--- src/rtl/mpx_fm_modulator.sv ---
// rtl/mpx_fm_modulator.sv - FM stereo multiplex builder with one shared shift-add multiplier
module mpx_fm_modulator #(
  parameter int DW    = 18,
  parameter int SW    = 8,
  parameter int KPW   = 4,
  parameter int KFW   = 8,
  parameter int OW    = 24,
  parameter int ROUND = 1
) (
  input  logic            clock,
  input  logic            reset,
  input  logic            clken,
  input  logic [DW-1:0]   sum_in,
  input  logic [DW-1:0]   diff_in,
  input  logic [SW-1:0]   sin19,
  input  logic [SW-1:0]   sin38,
  input  logic [KPW-1:0]  kp,
  input  logic [KFW-1:0]  kf,
  output logic [OW-1:0]   fm_out,
  output logic [DW:0]     mpx_out,
  output logic            out_valid,
  output logic            busy,
  output logic            overrun
);

  // Multiplier bit count covers the widest of the three multiplier operands.
  localparam int MW  = (KPW > SW) ? ((KPW > KFW) ? KPW : KFW) : ((SW > KFW) ? SW : KFW);
  localparam int CW  = $clog2(MW) + 1;
  // Accumulator is wide enough that the left-shifting multiplicand never overflows.
  localparam int AW  = DW + SW + KPW + KFW + 2;
  localparam int PSH = DW - SW - KPW;
  localparam int SSH = SW - 1;
  localparam int FSH = DW + 1 + KFW - OW;

  localparam logic [CW-1:0] KP_LAST = CW'(KPW - 1);
  localparam logic [CW-1:0] SW_LAST = CW'(SW - 1);
  localparam logic [CW-1:0] KF_LAST = CW'(KFW - 1);

  localparam logic signed [AW-1:0] SRND =
    (ROUND != 0 && SSH > 0) ? (AW'(1) << ((SSH > 0) ? SSH - 1 : 0)) : '0;
  localparam logic signed [AW-1:0] FRND =
    (ROUND != 0 && FSH > 0) ? (AW'(1) << ((FSH > 0) ? FSH - 1 : 0)) : '0;

  localparam logic signed [DW+1:0] M_MAX = {2'b00, {DW{1'b1}}};
  localparam logic signed [DW+1:0] M_MIN = {2'b11, {DW{1'b0}}};
  localparam logic signed [AW-1:0] O_MAX = {{(AW-OW+1){1'b0}}, {(OW-1){1'b1}}};
  localparam logic signed [AW-1:0] O_MIN = {{(AW-OW+1){1'b1}}, {(OW-1){1'b0}}};

  typedef enum logic [2:0] {
    S_IDLE, S_LOAD, S_MUL_P, S_MUL_S, S_SUM, S_MUL_F, S_OUT
  } state_t;

  state_t state_q, state_d;

  logic signed [DW-1:0] sum_q,   sum_d;
  logic signed [DW-1:0] diff_q,  diff_d;
  logic signed [SW-1:0] sin19_q, sin19_d;
  logic signed [SW-1:0] sin38_q, sin38_d;
  logic [KPW-1:0]       kp_q,    kp_d;
  logic [KFW-1:0]       kf_q,    kf_d;
  logic signed [AW-1:0] acc_q,   acc_d;
  logic signed [AW-1:0] mcand_q, mcand_d;
  logic [MW-1:0]        mplier_q, mplier_d;
  logic [CW-1:0]        cnt_q,   cnt_d;
  logic signed [DW+1:0] p_q,     p_d;
  logic signed [DW+1:0] s_q,     s_d;
  logic signed [DW:0]   m_q,     m_d;
  logic signed [OW-1:0] fm_q,    fm_d;
  logic signed [DW:0]   mpx_q,   mpx_d;
  logic                 valid_q, valid_d;
  logic                 overrun_q, overrun_d;

  logic signed [AW-1:0] acc_step;
  logic signed [AW-1:0] prod_s;
  logic signed [DW+1:0] m_full;
  logic signed [DW:0]   m_sat;
  logic signed [AW-1:0] fm_full;
  logic [SW-1:0]        mag38;
  logic                 accept;

  // The output-valid cycle still belongs to the transaction, so a strobe there is refused.
  assign busy   = (state_q != S_IDLE) || valid_q;
  assign accept = (state_q == S_IDLE) && clken && !valid_q;

  // State and datapath registers; reset abandons any computation in flight.
  always_ff @(posedge clock or negedge reset) begin
    if (!reset) begin
      state_q   <= S_IDLE;
      sum_q     <= '0;
      diff_q    <= '0;
      sin19_q   <= '0;
      sin38_q   <= '0;
      kp_q      <= '0;
      kf_q      <= '0;
      acc_q     <= '0;
      mcand_q   <= '0;
      mplier_q  <= '0;
      cnt_q     <= '0;
      p_q       <= '0;
      s_q       <= '0;
      m_q       <= '0;
      fm_q      <= '0;
      mpx_q     <= '0;
      valid_q   <= 1'b0;
      overrun_q <= 1'b0;
    end else begin
      state_q   <= state_d;
      sum_q     <= sum_d;
      diff_q    <= diff_d;
      sin19_q   <= sin19_d;
      sin38_q   <= sin38_d;
      kp_q      <= kp_d;
      kf_q      <= kf_d;
      acc_q     <= acc_d;
      mcand_q   <= mcand_d;
      mplier_q  <= mplier_d;
      cnt_q     <= cnt_d;
      p_q       <= p_d;
      s_q       <= s_d;
      m_q       <= m_d;
      fm_q      <= fm_d;
      mpx_q     <= mpx_d;
      valid_q   <= valid_d;
      overrun_q <= overrun_d;
    end
  end

  // Next-state sequencing; each multiply phase lasts one cycle per multiplier bit.
  always_comb begin
    state_d = state_q;
    case (state_q)
      S_IDLE:  if (accept) state_d = S_LOAD;
      S_LOAD:  state_d = S_MUL_P;
      S_MUL_P: if (cnt_q == KP_LAST) state_d = S_MUL_S;
      S_MUL_S: if (cnt_q == SW_LAST) state_d = S_SUM;
      S_SUM:   state_d = S_MUL_F;
      S_MUL_F: if (cnt_q == KF_LAST) state_d = S_OUT;
      S_OUT:   state_d = S_IDLE;
      default: state_d = S_IDLE;
    endcase
  end

  // Datapath: shared LSB-first shift-add step plus per-phase operand setup and post-processing.
  always_comb begin
    sum_d     = sum_q;
    diff_d    = diff_q;
    sin19_d   = sin19_q;
    sin38_d   = sin38_q;
    kp_d      = kp_q;
    kf_d      = kf_q;
    acc_d     = acc_q;
    mcand_d   = mcand_q;
    mplier_d  = mplier_q;
    cnt_d     = cnt_q;
    p_d       = p_q;
    s_d       = s_q;
    m_d       = m_q;
    fm_d      = fm_q;
    mpx_d     = mpx_q;
    valid_d   = 1'b0;
    overrun_d = overrun_q | (clken & busy);

    acc_step = mplier_q[0] ? (acc_q + mcand_q) : acc_q;
    mag38    = sin38_q[SW-1] ? SW'(-sin38_q) : SW'(sin38_q);
    prod_s   = sin38_q[SW-1] ? -acc_step : acc_step;
    m_full   = (DW+2)'(sum_q) + p_q + s_q;
    if (m_full > M_MAX)      m_sat = (DW+1)'(M_MAX);
    else if (m_full < M_MIN) m_sat = (DW+1)'(M_MIN);
    else                     m_sat = (DW+1)'(m_full);
    fm_full  = (acc_q + FRND) >>> FSH;

    case (state_q)
      S_IDLE: begin
        if (accept) begin
          sum_d   = sum_in;
          diff_d  = diff_in;
          sin19_d = sin19;
          sin38_d = sin38;
          kp_d    = kp;
          kf_d    = kf;
        end
      end
      S_LOAD: begin
        acc_d    = '0;
        mcand_d  = AW'(sin19_q);
        mplier_d = MW'(kp_q);
        cnt_d    = '0;
      end
      S_MUL_P, S_MUL_S, S_MUL_F: begin
        acc_d    = acc_step;
        mcand_d  = mcand_q <<< 1;
        mplier_d = mplier_q >> 1;
        cnt_d    = cnt_q + CW'(1);
        if (state_q == S_MUL_P && cnt_q == KP_LAST) begin
          // Pilot term done; the subcarrier multiply uses |sin38| and fixes the sign afterwards.
          p_d      = (DW+2)'(acc_step <<< PSH);
          acc_d    = '0;
          mcand_d  = AW'(diff_q);
          mplier_d = MW'(mag38);
          cnt_d    = '0;
        end
        if (state_q == S_MUL_S && cnt_q == SW_LAST) begin
          s_d = (DW+2)'((prod_s + SRND) >>> SSH);
        end
      end
      S_SUM: begin
        m_d      = m_sat;
        acc_d    = '0;
        mcand_d  = AW'(m_sat);
        mplier_d = MW'(kf_q);
        cnt_d    = '0;
      end
      S_OUT: begin
        if (fm_full > O_MAX)      fm_d = OW'(O_MAX);
        else if (fm_full < O_MIN) fm_d = OW'(O_MIN);
        else                      fm_d = OW'(fm_full);
        mpx_d   = m_q;
        valid_d = 1'b1;
      end
      default: ;
    endcase
  end

  assign fm_out    = fm_q;
  assign mpx_out   = mpx_q;
  assign out_valid = valid_q;
  assign overrun   = overrun_q;

endmodule

--- config.mk ---
export PLATFORM = sky130hd
export DESIGN_NAME = mpx_fm_modulator
export DESIGN_NICKNAME = d
export VERILOG_FILES = /design/src/rtl/mpx_fm_modulator.sv
export SDC_FILE = /design/constraint.sdc
export NUM_CORES = 1
export LEC_CHECK = 0
export BUFFER_PORTS_ARGS = -buffer_cell sky130_fd_sc_hd__buf_4
export CAP_MARGIN = 40
export CORE_ASPECT_RATIO = 2
export CORE_MARGIN = 3
export CORE_UTILIZATION = 55
export DETAILED_ROUTE_END_ITERATION = 7
export PLACE_DENSITY = 0.74
export SYNTH_ARGS = -nofsm -noshare
export SYNTH_HDL_FRONTEND = slang
export SYNTH_SLANG_ARGS = --single-unit
--- constraint.sdc ---
create_clock -name clock -period 8.2 [get_ports clock]
set_input_delay 1.23 -clock clock [delete_from_list [all_inputs] [get_ports clock]]
set_output_delay 1.23 -clock clock [all_outputs]
set_load 0.02 [all_outputs]
# == Word level (Yosys, flattened, before mapping) ==
# Cells that the tools add are included.
# op_classes
n_mux,21
bitwise,2
n_eq_ne,12
n_lt_le_gt_ge,4
n_div,0
mul,0
addsub,8
shift,0
reduce_logical,16
# ops
cell,count
$mux 40,3
$pmux 40 s3,1
$pmux 40 s2,1
$mux 24,2
$add 40x4->40 const B,1
$add 40x40->40,1
$mux 19,2
$gt 37x24->1 const B,1
$lt 37x24->1 const B,1
$add 27x8->27 const B,1
$mux 27,1
$neg 27->27,1
$pmux 8 s3,1
$add 18x20->20,1
$add 20x20->20,1
$gt 20x19->1 const B,1
$lt 20x19->1 const B,1
$pmux 3 s6,1
$mux 8,2
$mux 3,4
$eq 3x3->1 const B,3
$ne 2x2->1 const B,4
$neg 8->8,1
$pmux 4 s2,1
other kinds (19),26
# word_totals
mem_bits_ro,0
ff_bits,257
mem_count,0
out_inout_bits,46
in_bits,67
latch_bits,0
mem_bits_rw,0
word_cells,81

# == Depth between registers and ports, before layout ==
# depth
word_depth,6
mapped_depth,17
ltp_nobuf,16

# == Worst setup path after synthesis ==
# No wires, ideal clock.
# synth_path
path_type,reg-to-reg
start,register acc_q[0]
end,register s_q[19]
setup_time_ns,0.126
period_less_slack_ns,4.404
n_path_buf,2
setup_slack_ns,3.796
path_stages_with_launch,17
required_ns,8.074
arrival_ns,4.278
path_cell_list,dfrtp_1 ha_1 fa_1 a211oi_2 nor4b_1 o32a_4 nor4_4 and4_1 buf_6 and4_4 o211ai_4 or2_1 buf_6 or3_1 a221oi_2 a2111oi_1 a311o_1
# synth_between
elab_chain_len,5
# synth_rtl
element,line,text
from (decl),61,"logic signed [AW-1:0] acc_q, acc_d;"
from (signal assigned),95,acc_q <= '0;
from (signal assigned),114,acc_q <= acc_d;
$add 40x40->40,163,acc_step = mplier_q[0] ? (acc_q + mcand_q) : acc_q;
$mux 40 (*),163,
$neg 27->27,165,prod_s = sin38_q[SW-1] ? -acc_step : acc_step;
$mux 27 (*),165,
$add 27x8->27 (*),203,s_d = (DW+2)'((prod_s + SRND) >>> SSH);
to (signal assigned),100,s_q <= '0;
to (signal assigned),119,s_q <= s_d;
to (decl),66,"logic signed [DW+1:0] s_q, s_d;"
# Mark *: on every way between the ends. The rest lies on a longest branch, timed or not.
# A chain may end at the register's enable or synchronous reset.

# == Final worst setup path ==
# Ends and elaborated chain as after synthesis.

==> implementation parameters <==
Parameter                              Value

Outcome
  Status ... finished, final reports clean

Global route
  Number of antenna violations at the first check in global routing ... 0
  Wire length of the first global-routing pass ... between 80000 and 90000 um
  Largest net degree at the start of global routing ... roughly 170
  Vias in the first global route ... between 15000 and 20000
  Overflow left after global routing ... 0
  Global-route total usage across every layer ... 32.1%

Logic synthesis
  Largest area contributor in the netlist ... sky130_fd_sc_hd__dfrtp_1
  Number of nets produced by synthesis ... between 2000 and 2500
  Distinct cell type count of the synthesized netlist ... 92
  Proportion of synthesized flip-flops having asynchronous set or reset ... 100%
  Library cell with the highest instance count after synthesis ... sky130_fd_sc_hd__nand2_1
  Most area-consuming cells after synthesis ... sky130_fd_sc_hd__dfrtp_1, sky130_fd_sc_hd__nand2_1, sky130_fd_sc_hd__ha_1
  Synthesized cell area ... between 15000 and 20000 sq um
  Post-synthesis sequential element count ... around 260
  Yosys warning count ... 0
  Post-synth top area share ... 39.1%
  Number of instances in the synthesized netlist ... ~1900
  Number of enable flip-flop cells after synthesis ... 0
  Dominant synthesized flop cell ... sky130_fd_sc_hd__dfrtp_1
  Sequential cell area fraction in the yosys report ... between 30% and 40%
  Ranking of synthesized cells by instance count ... sky130_fd_sc_hd__nand2_1, sky130_fd_sc_hd__dfrtp_1, sky130_fd_sc_hd__nor2_1
  Synth Area per Inst ... 8.83 sq um

Drt
  Number of remaining DRC errors ... 0
  Total wire length ... 51700 um
  Routed Antenna Nets ... 0
  Number of search-and-repair iterations in the first detailed-routing pass ... 7
  Routed length per instance ... roughly 22 um
  Initial DRC Count ... 880
  Detailed-route via count ... approximately 15000
  Via density per instance ... 6.37

Worst setup path
  Kind of cell adding the most delay to the critical path ... compound AO/OA/AOI/OAI gates
  Critical path endpoint category ... flip-flop
  CP Launch Type ... flip-flop
  Crit path required time ... 8.64 ns
  Peak per-stage delay on the critical path ... roughly 0.76 ns
  Maximum fanout encountered on the critical timing path ... 11
  Cell chain of the critical path ... ha_1 > fa_1 > a211oi_2 > o21ai_1 > a31oi_1 > xnor2_1 > mux2i_1 > and4_4 > a21oi_1 > xnor2_1 > o2111ai_1 > a221oi_2 > a2111oi_1 > a311o_1
  Worst Path Buf+Inv ... 0
  CP most frequent cell ... sky130_fd_sc_hd__xnor2_1
  Cell type of the slowest stage on the worst timing path ... sky130_fd_sc_hd__mux2i_1
  Crit path kind ... flip-flop to flip-flop
  Arrival time of the worst setup path ... approximately 5.6 ns

Clocking
  Hold_buf cts ... 0
  Master cell of the clock root buffer ... sky130_fd_sc_hd__clkbuf_16
  Setup Buffers After CTS ... 0
  H-Tree Depth ... 1
  Clock Sinks ... roughly 260
  Number of buffers inserted during clock tree synthesis ... 25
  CTS tree ... done
  Register clock-pin slew on the reported worst setup and hold paths ... 0.07 ns
  Maximum count of clock buffers along a single path ... 3
  Skew-Pair Late Insertion Delay ... about 0.56 ns
  Resize count post-CTS ... 0

Timing
  TNS Setup ... 0 ns
  Max Transition Viols Final ... 0
  Final Hold Vio Count ... 0
  Crit path setup slack, layout ... 3.07 ns
  Setup repair after global routing missed its margin ... no
  Fin Clk Skew ... approximately 0.015 ns
  Tcrit/Tclk final ... roughly 63%
  Clock period minus final worst setup slack ... a little over 5 ns
  Setup-violating endpoint count in the final report ... 0
  Worst rel slew slack ... a little over a third
  Max Clk Rate ... 195 MHz
  Actual transition at the worst max-transition pin ... ~0.93 ns

Final layout
  Summed area of non-filler cells in the final layout ... between 15000 and 20000 sq um
  Synthesis-to-finish area growth ... 12.2%
  Share of cells above drive strength 1 ... between 10% and 20%
  Number of fillers in the final layout ... ~2500
  Layout net count ... ~2100
  Core utilization of the finished layout ... a little over three fifths
  Count of inserted antenna diode cells ... 0

Placement
  Weighted congestion reported at the end of routability-driven placement ... ~0.99
  Count of buffers inserted at the top-level ports ... 112
  Standard cell area after detailed placement ... about 18000 sq um
  Pre-CTS worst setup slack ... between 3 and 4 ns
  Detailed placement HPWL ... 39400 um

Floorplan
  Placeable core region ... about 30000 sq um
  Initial Utilization ... 55.8%
  IO Pins ... about 110
  X dimension of the die ... approximately 130 um
  Die height ... 251 um
  DIE AREA ... approximately 32000 sq um
  Standard-cell row count ... 89

Flow run
  Number of max-capacitance violations reported ... 0

Hold path
  Class of the tightest hold or removal check ... flip-flop to flip-flop
==> worst paths after layout <==
check	start	endpoint	slack (ns)	cells after the start
worst max-delay path	acc_q[0]$_DFFE_PN0P_	s_q[19]$_DFFE_PN0P_	3.07	14
worst min-delay path	overrun$_DFF_PN0_	overrun$_DFF_PN0_	0.46	1
worst max register to register	acc_q[0]$_DFFE_PN0P_	s_q[19]$_DFFE_PN0P_	3.07	14
worst min register to register	overrun$_DFF_PN0_	overrun$_DFF_PN0_	0.46	1
max in group asynchronous	reset	sum_q[12]$_DFFE_PN0P_	6.14	2
min in group asynchronous	reset	fm_out[22]$_DFFE_PN0P_	0.65	1
==> per-stage QoR <==
stage,instances,hold slack [ns]
after global placement,2251,0.440
after global routing,2305,0.501
after detailed placement,2259,0.454
final,2305,0.462
after floorplan,1864,0.439
after CTS,2304,0.468
==> cell usage in the layout (no fill, tap or decap), types with 25 or more instances in the layout <==
cell and count:
sky130_fd_sc_hd__a21o_1 30, sky130_fd_sc_hd__a21oi_1 111, sky130_fd_sc_hd__buf_4 129, sky130_fd_sc_hd__clkbuf_16 25
sky130_fd_sc_hd__dfrtp_1 256, sky130_fd_sc_hd__ha_1 67, sky130_fd_sc_hd__inv_1 30, sky130_fd_sc_hd__mux2_2 68
sky130_fd_sc_hd__nand2_1 321, sky130_fd_sc_hd__nand3_1 41, sky130_fd_sc_hd__nor2_1 148, sky130_fd_sc_hd__nor3_1 32
sky130_fd_sc_hd__o21ai_0 134, sky130_fd_sc_hd__xnor2_1 64, sky130_fd_sc_hd__xor2_1 34
==> cells by family (layout without fill, tap and decap cells) <==
family                   after synthesis  count (layout)  share of synthesized area [%]
AND/OR/NAND/NOR                      700             700                           19.5
AO/OA/AOI/OAI                        498             498                           19.9
flip-flops                           257             257                           39.1
adder cells (fa/ha/maj)               82              82                           6.92
buffers and inverters                138             215                           3.29
multiplexers                          91              91                           6.11
XOR/XNOR                              98              98                           5.21
==> flip-flops by register name, summed over array words and instances (netlist names), 14 cells and up <==
register,count
acc_q,40
mcand_q,40
fm_out,24
s_q,20
m_q,19
mpx_out,19
diff_q,18
sum_q,18
p_q,14
==> layer usage <==
layer / vias up / wire, um / GRT usage (%)
li1: 6805 / - / -
met1: 7138 / 16400 / 30.5
met2: 507 / 27500 / 58.1
met3: 235 / 2010 / 3.67
met4: 0 / 5780 / 29.0
met5: - / 0 / 0
==> area by class of cell <==
cell class	count	area [sq um]	share of cell area, %
tap	364	455	2.47
clock inverter	13	133	0.718
clock buffer	32	692	3.75
multi-input combinational	1469	9530	51.6
timing repair buffer	139	1120	6.04
sequential	257	6430	34.8
inverter	31	116	0.630
==> worst register-to-register path, cell delays in order, from the launching register on <==
cell and delay [ns]:
sky130_fd_sc_hd__dfrtp_1 0.41, sky130_fd_sc_hd__ha_1 0.27, sky130_fd_sc_hd__fa_1 0.46, sky130_fd_sc_hd__a211oi_2 0.36, sky130_fd_sc_hd__o21ai_1 0.13, sky130_fd_sc_hd__a31oi_1 0.33
sky130_fd_sc_hd__xnor2_1 0.16, sky130_fd_sc_hd__mux2i_1 0.76, sky130_fd_sc_hd__and4_4 0.42, sky130_fd_sc_hd__a21oi_1 0.11, sky130_fd_sc_hd__xnor2_1 0.44, sky130_fd_sc_hd__o2111ai_1 0.32
sky130_fd_sc_hd__a221oi_2 0.38, sky130_fd_sc_hd__a2111oi_1 0.10, sky130_fd_sc_hd__a311o_1 0.37
Power is left out: the tool's default activity adds up to more than one toggle a clock period on the data nets, which glitch-free logic cannot reach.
